[src/rtl/cache_fill_if.sv]
// Handshake bundle between the tag-compare / memory side and the cache fill FSM.
// The master drives miss requests and memory returns; the slave is the fill FSM.
interface cache_fill_if #(
  parameter int DATA_W = 16
);
  logic              miss_detected;
  logic [15:0]       miss_address;
  logic [DATA_W-1:0] memory_data;
  logic              memory_data_valid;
  logic              memory_read;
  logic [15:0]       memory_address;
  logic              fsm_busy;
  logic              write_data_array;
  logic [2:0]        word_sel;
  logic [1:0]        set_sel;
  logic [DATA_W-1:0] data_out;
  logic              write_tag_array;

  modport master (
    output miss_detected, miss_address, memory_data, memory_data_valid,
    input  memory_read, memory_address, fsm_busy, write_data_array,
           word_sel, set_sel, data_out, write_tag_array
  );

  modport slave (
    input  miss_detected, miss_address, memory_data, memory_data_valid,
    output memory_read, memory_address, fsm_busy, write_data_array,
           word_sel, set_sel, data_out, write_tag_array
  );
endinterface

[src/rtl/cache_fill_fsm.sv]
// Cache block fill controller: on a miss, streams 8 back-to-back word reads to
// memory and writes the in-order responses into the data array, then the tag.
module cache_fill_fsm #(
  parameter int DATA_W      = 16,
  parameter int BLOCK_WORDS = 8
) (
  input logic         clk,
  input logic         rst,
  cache_fill_if.slave bus
);

  localparam logic [0:0] IDLE = 1'b0;
  localparam logic [0:0] FILL = 1'b1;

  localparam logic [3:0] REQ_DONE  = 4'(BLOCK_WORDS);
  localparam logic [2:0] LAST_WORD = 3'(BLOCK_WORDS - 1);

  logic [0:0]  state;
  logic [3:0]  req_cnt;
  logic [2:0]  rcv_cnt;
  logic [15:0] base_addr;

  logic issue;
  logic accept;
  logic last_word;

  // Requests and responses are independent streams; only valid pulses are counted.
  assign issue     = (state == FILL) && (req_cnt != REQ_DONE);
  assign accept    = (state == FILL) && bus.memory_data_valid;
  assign last_word = accept && (rcv_cnt == LAST_WORD);

  always_ff @(posedge clk) begin
    if (rst) begin
      state     <= IDLE;
      req_cnt   <= 4'd0;
      rcv_cnt   <= 3'd0;
      base_addr <= 16'h0000;
    end else begin
      case (state)
        IDLE: begin
          if (bus.miss_detected) begin
            state     <= FILL;
            base_addr <= bus.miss_address & 16'hFFF0;
            req_cnt   <= 4'd0;
            rcv_cnt   <= 3'd0;
          end
        end
        FILL: begin
          if (issue) begin
            req_cnt <= req_cnt + 4'd1;
          end
          if (accept) begin
            rcv_cnt <= rcv_cnt + 3'd1;
          end
          // Final response wins over any in-flight counter update.
          if (last_word) begin
            state   <= IDLE;
            req_cnt <= 4'd0;
            rcv_cnt <= 3'd0;
          end
        end
        default: begin
          state   <= IDLE;
          req_cnt <= 4'd0;
          rcv_cnt <= 3'd0;
        end
      endcase
    end
  end

  // base_addr[3:0] is always zero, so the word offset never carries into [15:4].
  always_comb begin
    bus.memory_read      = 1'b0;
    bus.memory_address   = 16'h0000;
    bus.write_data_array = 1'b0;
    bus.word_sel         = 3'b000;
    bus.data_out         = '0;
    bus.write_tag_array  = 1'b0;
    if (issue) begin
      bus.memory_read    = 1'b1;
      bus.memory_address = base_addr + {12'h000, req_cnt[2:0], 1'b0};
    end
    if (accept) begin
      bus.write_data_array = 1'b1;
      bus.word_sel         = rcv_cnt;
      bus.data_out         = bus.memory_data;
      bus.write_tag_array  = last_word;
    end
  end

  assign bus.fsm_busy = (state == FILL);
  assign bus.set_sel  = base_addr[5:4];

endmodule

[src/flat_wrapper.sv]
// flat-port wrapper written by rule: the top's interface ports become plain ports
module cache_fill_fsm_flat 
#(
  parameter int DATA_W      = 16,
  parameter int BLOCK_WORDS = 8
)
  (clk, rst, bus_miss_detected, bus_miss_address, bus_memory_data, bus_memory_data_valid, bus_memory_read, bus_memory_address, bus_fsm_busy, bus_write_data_array, bus_word_sel, bus_set_sel, bus_data_out, bus_write_tag_array);
  cache_fill_if #(.DATA_W(DATA_W)) bus_i ();
  input logic clk;
  input logic rst;
  input wire logic [$bits(bus_i.miss_detected)-1:0] bus_miss_detected;
  input wire logic [$bits(bus_i.miss_address)-1:0] bus_miss_address;
  input wire logic [$bits(bus_i.memory_data)-1:0] bus_memory_data;
  input wire logic [$bits(bus_i.memory_data_valid)-1:0] bus_memory_data_valid;
  output wire logic [$bits(bus_i.memory_read)-1:0] bus_memory_read;
  output wire logic [$bits(bus_i.memory_address)-1:0] bus_memory_address;
  output wire logic [$bits(bus_i.fsm_busy)-1:0] bus_fsm_busy;
  output wire logic [$bits(bus_i.write_data_array)-1:0] bus_write_data_array;
  output wire logic [$bits(bus_i.word_sel)-1:0] bus_word_sel;
  output wire logic [$bits(bus_i.set_sel)-1:0] bus_set_sel;
  output wire logic [$bits(bus_i.data_out)-1:0] bus_data_out;
  output wire logic [$bits(bus_i.write_tag_array)-1:0] bus_write_tag_array;
  assign bus_i.miss_detected = bus_miss_detected;
  assign bus_i.miss_address = bus_miss_address;
  assign bus_i.memory_data = bus_memory_data;
  assign bus_i.memory_data_valid = bus_memory_data_valid;
  assign bus_memory_read = bus_i.memory_read;
  assign bus_memory_address = bus_i.memory_address;
  assign bus_fsm_busy = bus_i.fsm_busy;
  assign bus_write_data_array = bus_i.write_data_array;
  assign bus_word_sel = bus_i.word_sel;
  assign bus_set_sel = bus_i.set_sel;
  assign bus_data_out = bus_i.data_out;
  assign bus_write_tag_array = bus_i.write_tag_array;
  cache_fill_fsm #(.DATA_W(DATA_W), .BLOCK_WORDS(BLOCK_WORDS)) u_core (.clk(clk), .rst(rst), .bus(bus_i));
endmodule
[config.mk]
export PLATFORM = sky130hd
export DESIGN_NAME = cache_fill_fsm_flat
export DESIGN_NICKNAME = d
export VERILOG_FILES = /design/src/rtl/cache_fill_if.sv /design/src/rtl/cache_fill_fsm.sv /design/src/flat_wrapper.sv
export SDC_FILE = /design/constraint.sdc
export NUM_CORES = 1
export LEC_CHECK = 0
export ABC_AREA = 1
export CAP_MARGIN = 20
export CELL_PAD_IN_SITES_DETAIL_PLACEMENT = 1
export CELL_PAD_IN_SITES_GLOBAL_PLACEMENT = 1
export CORE_MARGIN = 3
export CORE_UTILIZATION = 25
export CTS_BUF_LIST = sky130_fd_sc_hd__clkbuf_4 sky130_fd_sc_hd__clkbuf_8
export CTS_CLUSTER_DIAMETER = 80
export DETAILED_ROUTE_END_ITERATION = 6
export GPL_ROUTABILITY_DRIVEN = 0
export PLACE_DENSITY = 0.9
export SKIP_LAST_GASP = 1
export SLEW_MARGIN = 25
export SYNTH_ARGS = -nofsm -noshare
export SYNTH_HDL_FRONTEND = slang
export SYNTH_SLANG_ARGS = --single-unit
[constraint.sdc]
create_clock -name clk -period 3.4 [get_ports clk]
set_input_delay 0.68 -clock clk [delete_from_list [all_inputs] [get_ports clk]]
set_output_delay 0.68 -clock clk [all_outputs]
set_load 0.02 [all_outputs]
Word level (Yosys, flattened, before mapping) --
Cells that the tools add are included.
Word-level totals: register bits 20, bits of input ports 36, output and inout port bits 41, logic and storage cells 36
Cells by class: $add $sub $neg 3, equal/unequal tests 5, multiplexer cells 17, bitwise gates (word level) 1, reduce and logical (&&, ||, !) cells 6
Operators with widths (number):
- 16-bit two-way mux | 2
- 16-bit by 4-bit adder with 16-bit output | 1
- 3-bit two-way mux | 4
- 4-bit two-way mux | 3
- 4-bit case mux with 2 select lines | 1
- 3-bit inequality test, second input constant | 2
- 3-bit case mux with 2 select lines | 1
- 2-bit AND reduction | 3
- 1-bit two-way mux | 5
- 4-bit by 1-bit adder with 4-bit output, second input constant | 1
- 4-bit inequality test, second input constant | 1
- 3-bit by 1-bit adder with 3-bit output, second input constant | 1
- 3-bit equality test, second input constant | 1
- 1-bit logical AND | 3
- 2-bit inequality test, second input constant | 1
- 1-bit case mux with 2 select lines | 1
- 1-bit NOT | 1

Longest topological paths before layout --
depth after elaboration 5, depth in mapped cells 9, gate-level depth less buffers 9

Worst setup path after synthesis --
No wires, ideal clock.
kind reg2out, start reg u_core.state (netlist: u_core.bus.fsm_busy), end out bus_memory_address[10], arrival time 1.289 ns, required time 2.720 ns, setup slack 1.431 ns, cell stages (with the launch flop) 5, path buffers 1, cells stage by stage dfxtp_1 -> inv_2 -> o21bai_4 -> buf_2 -> nor2_1
Between the ends: cells in the longest elaborated chain, start to end 2
Ends and longest elaborated chain:
- start: declaration | RTL line cache_fill_fsm.sv:18 | logic [0:0] state;
- start signal: assignment | RTL line cache_fill_fsm.sv:34 | state <= IDLE;
- start signal: assignment | RTL line cache_fill_fsm.sv:42 | state <= FILL;
- start signal: assignment | RTL line cache_fill_fsm.sv:57 | state <= IDLE;
- 1-bit logical AND | RTL line cache_fill_fsm.sv:28 | assign issue = (state == FILL) && (req_cnt != REQ_DONE);
- 16-bit two-way mux | RTL line cache_fill_fsm.sv:79 | if (issue) begin
- end: declaration | RTL line flat_wrapper.sv:16 | output wire logic [$bits(bus_i.memory_address)-1:0] bus_memory_address;
Every way passes these cells.

Final worst setup path --
start in bus_memory_data_valid, end out bus_data_out[15]
Between the ends: cells in the longest elaborated chain, start to end 2
Ends and longest elaborated chain:
- start: declaration | RTL line flat_wrapper.sv:14 | input wire logic [$bits(bus_i.memory_data_valid)-1:0] bus_memory_data_valid;
- 1-bit logical AND | RTL line cache_fill_fsm.sv:29 | assign accept = (state == FILL) && bus.memory_data_valid;
- 16-bit two-way mux | RTL line cache_fill_fsm.sv:83 | if (accept) begin
- end: declaration | RTL line flat_wrapper.sv:21 | output wire logic [$bits(bus_i.data_out)-1:0] bus_data_out;
Every way passes these cells.

==> run metrics <==
# Post-CTS Setup Buffers 0; TritonCTS Buffers 3; CORE AREA about 0.0044 mm2; P&R area growth vs syn 68.41%; Finished Cell Area approximately 0.0019 mm2; Net count, final ~290; crit path time final 2962 ps; pin count of the biggest net entering global routing 29; sequential area share after synthesis 0.3486; total grt overflow 0; max-cap violation count 0; Setup Viol. Count Final 0; arrival time worst endpoint ~2300 ps; placed insts slightly below 300; via count 1,300; DRT Pass-1 Iters 3; Setup TNS 0 ps; critical path launch point type input pin; Worst Path Buf+Inv 3; HP Class reg2reg; outcome complete, no violations; Port-buffer cells 71; Static Leakage ~0.85 nW; FILL cells about 580; RSZ-0062 raised after global routing false; Slew Limit Fails 0; crit-path most repeated cell clkdlybuf4s50_1; Initial Util 0.2620; CTS resizes 0; Crit Path Class in2out; # rows 24; Synth Warn # 0; critical path capture point type primary output; initial DRC count 28; critical-path maximum fanout 23; hold_buf cts 0; clk_lat worst skew 260 ps; drc violations 0; worst endpoint required time roughly 2700 ps; GR Util All Layers 0.1357; initial antenna violation count 0; ratio of cells with drive above 1 in the final layout 0.05306; Power Density around 330 mW/mm2; die footprint ~0.0054 mm2; clk root buf clkbuf_8; Die W about 74 um; vias in the first global route ~1,400; fin crit share 0.8711; H-Tree Level Count 1; Post-DRT Antenna Nets 0; WL per Instance 11.72 um; Mapped Nets approximately 220; Detailed Place HPWL ~2800 um; Total Power around 0.00063 W; Clock transition at path regs about 70 ps; f_max approximately 340 MHz; post-synthesis register bit count 20; Post-DP Area about 0.0019 mm2; Ports 77; first-pass GRT wire length 5809 um; Final Skew 1.268 ps; cell area after synthesis ~0.0011 mm2; maximum vdd drop roughly 0.19 mV; vias per inst roughly 4.4; TritonCTS clock tree done; CP max stage delay between 600 and 700 ps; final hold vios 0; die height between 70 and 80 um; synth unique cells 20; Mean Syn Cell Area roughly 6.5 um2; CP max-delay cell clkdlybuf4s50_1; Longest Clk Path Bufs 2; CP top delay family buffers and inverters; Cell Count, Final, Fillers Out a little under 300; Synth Instances about 180; fin util 0.4412; crit-path cells clkdlybuf4s50_1, nand2_1, buf_4, nor2_1, clkdlybuf4s50_1; wirelength, routed around 3500 um; Antenna diodes 0; clock net sink count 20
## Yosys cell counts, drive strengths merged
cell,n,share of area
buf,7,0.039
nor2,42,0.14
conb,1,0.0033
nor3,1,0.0044
nand3,3,0.013
ha,4,0.044
a21oi,20,0.097
clkbuf,2,0.0065
dfxtp,20,0.35
inv,42,0.14
o21ai,16,0.070
nand2,19,0.077
o21bai,1,0.016
## worst reg2reg max path, stage by stage (launching register included)
cell	delay, ps
dfxtp_1	340
inv_1	110
ha_1	170
nand2_1	110
o21bai_4	360
nand2_2	130
o21ai_0	160
nor2_1	50
## where the power goes
group          total, W  internal, W  leakage (nW)  switching, W
clock network  0.000182     0.000103        0.0288     0.0000786
registers      0.000263     0.000253         0.165     0.0000102
logic          0.000189    0.0000895         0.658     0.0000994
## layout by cell type (no fill, tap or decap)
master / synthesis / routed
a21oi_1: 19 / 19
a21oi_4: 1 / 1
buf_4: 4 / 1
clkbuf_8: 0 / 4
clkdlybuf4s50_1: 0 / 71
conb_1: 1 / 1
dfxtp_1: 20 / 20
ha_1: 4 / 4
inv_1: 40 / 40
inv_2: 2 / 2
nand2_1: 16 / 16
nand2_2: 1 / 1
nand2_4: 2 / 2
nand3_1: 3 / 3
nor2_1: 41 / 41
nor2_4: 1 / 1
nor3_1: 1 / 1
o21ai_0: 15 / 15
o21ai_1: 1 / 1
o21bai_4: 1 / 1
## through the flow
stage | hold WS, ps | setup slack, ps
5_1_grt | 490.6 | 313.5
2_1_floorplan | 429.6 | 1431
3_3_place_gp | 439.4 | 464.1
4_1_cts | 464.0 | 413.9
6_report | 461.0 | 438.4
3_5_place_dp | 452.7 | 418.1
## layout make-up
cell class | count | area (um2) | share of cell area
Multi-Input combinational cell | 107 | 538.0 | 0.2781
Inverter | 42 | 157.7 | 0.08150
Tap cell | 52 | 65.06 | 0.03364
Clock buffer | 4 | 55.05 | 0.02846
Timing Repair Buffer | 72 | 718.2 | 0.3713
Sequential cell | 20 | 400.4 | 0.2070
## routing by layer
layer / global-route usage / routed length, um / up-vias
li1: - / - / 661
met1: 0.1405 / 1346 / 583
met2: 0.2411 / 1714 / 54
met3: 0.07934 / 410 / 2
met4: 0.01811 / 10 / 0
met5: 0 / 0 / -
## worst paths after layout
kind                               startpoint                               end  slack (ps)  depth (start not counted)
min reg2reg  u_core.base_addr[9]$_SDFFE_PP0P_  u_core.base_addr[9]$_SDFFE_PP0P_         460                          2
max                     bus_memory_data_valid                  bus_data_out[15]         440                          5
max reg2reg    u_core.req_cnt[0]$_SDFFE_PP0P_    u_core.req_cnt[0]$_SDFFE_PP0P_        1880                          7
min          u_core.base_addr[9]$_SDFFE_PP0P_  u_core.base_addr[9]$_SDFFE_PP0P_         460                          2
## flip-flops by register name, indices dropped and copies added, names as in the netlist
name / cells
u_core.bus.fsm_busy: 1
u_core.rcv_cnt: 3
u_core.base_addr: 12
u_core.req_cnt: 4
## cell families (layout without fill, tap and decap cells)
logic type | Yosys count | in the layout | share of synthesized area
and+or+nand+nor | 65 | 65 | 0.2386
buffers and inverters | 51 | 118 | 0.1830
AOI/OAI and AO/OA | 37 | 37 | 0.1830
DFF | 20 | 20 | 0.3486
adders and majority gates | 4 | 4 | 0.04357
other | 1 | 1 | 0.003265
Power figures use the tool's default switching activity.
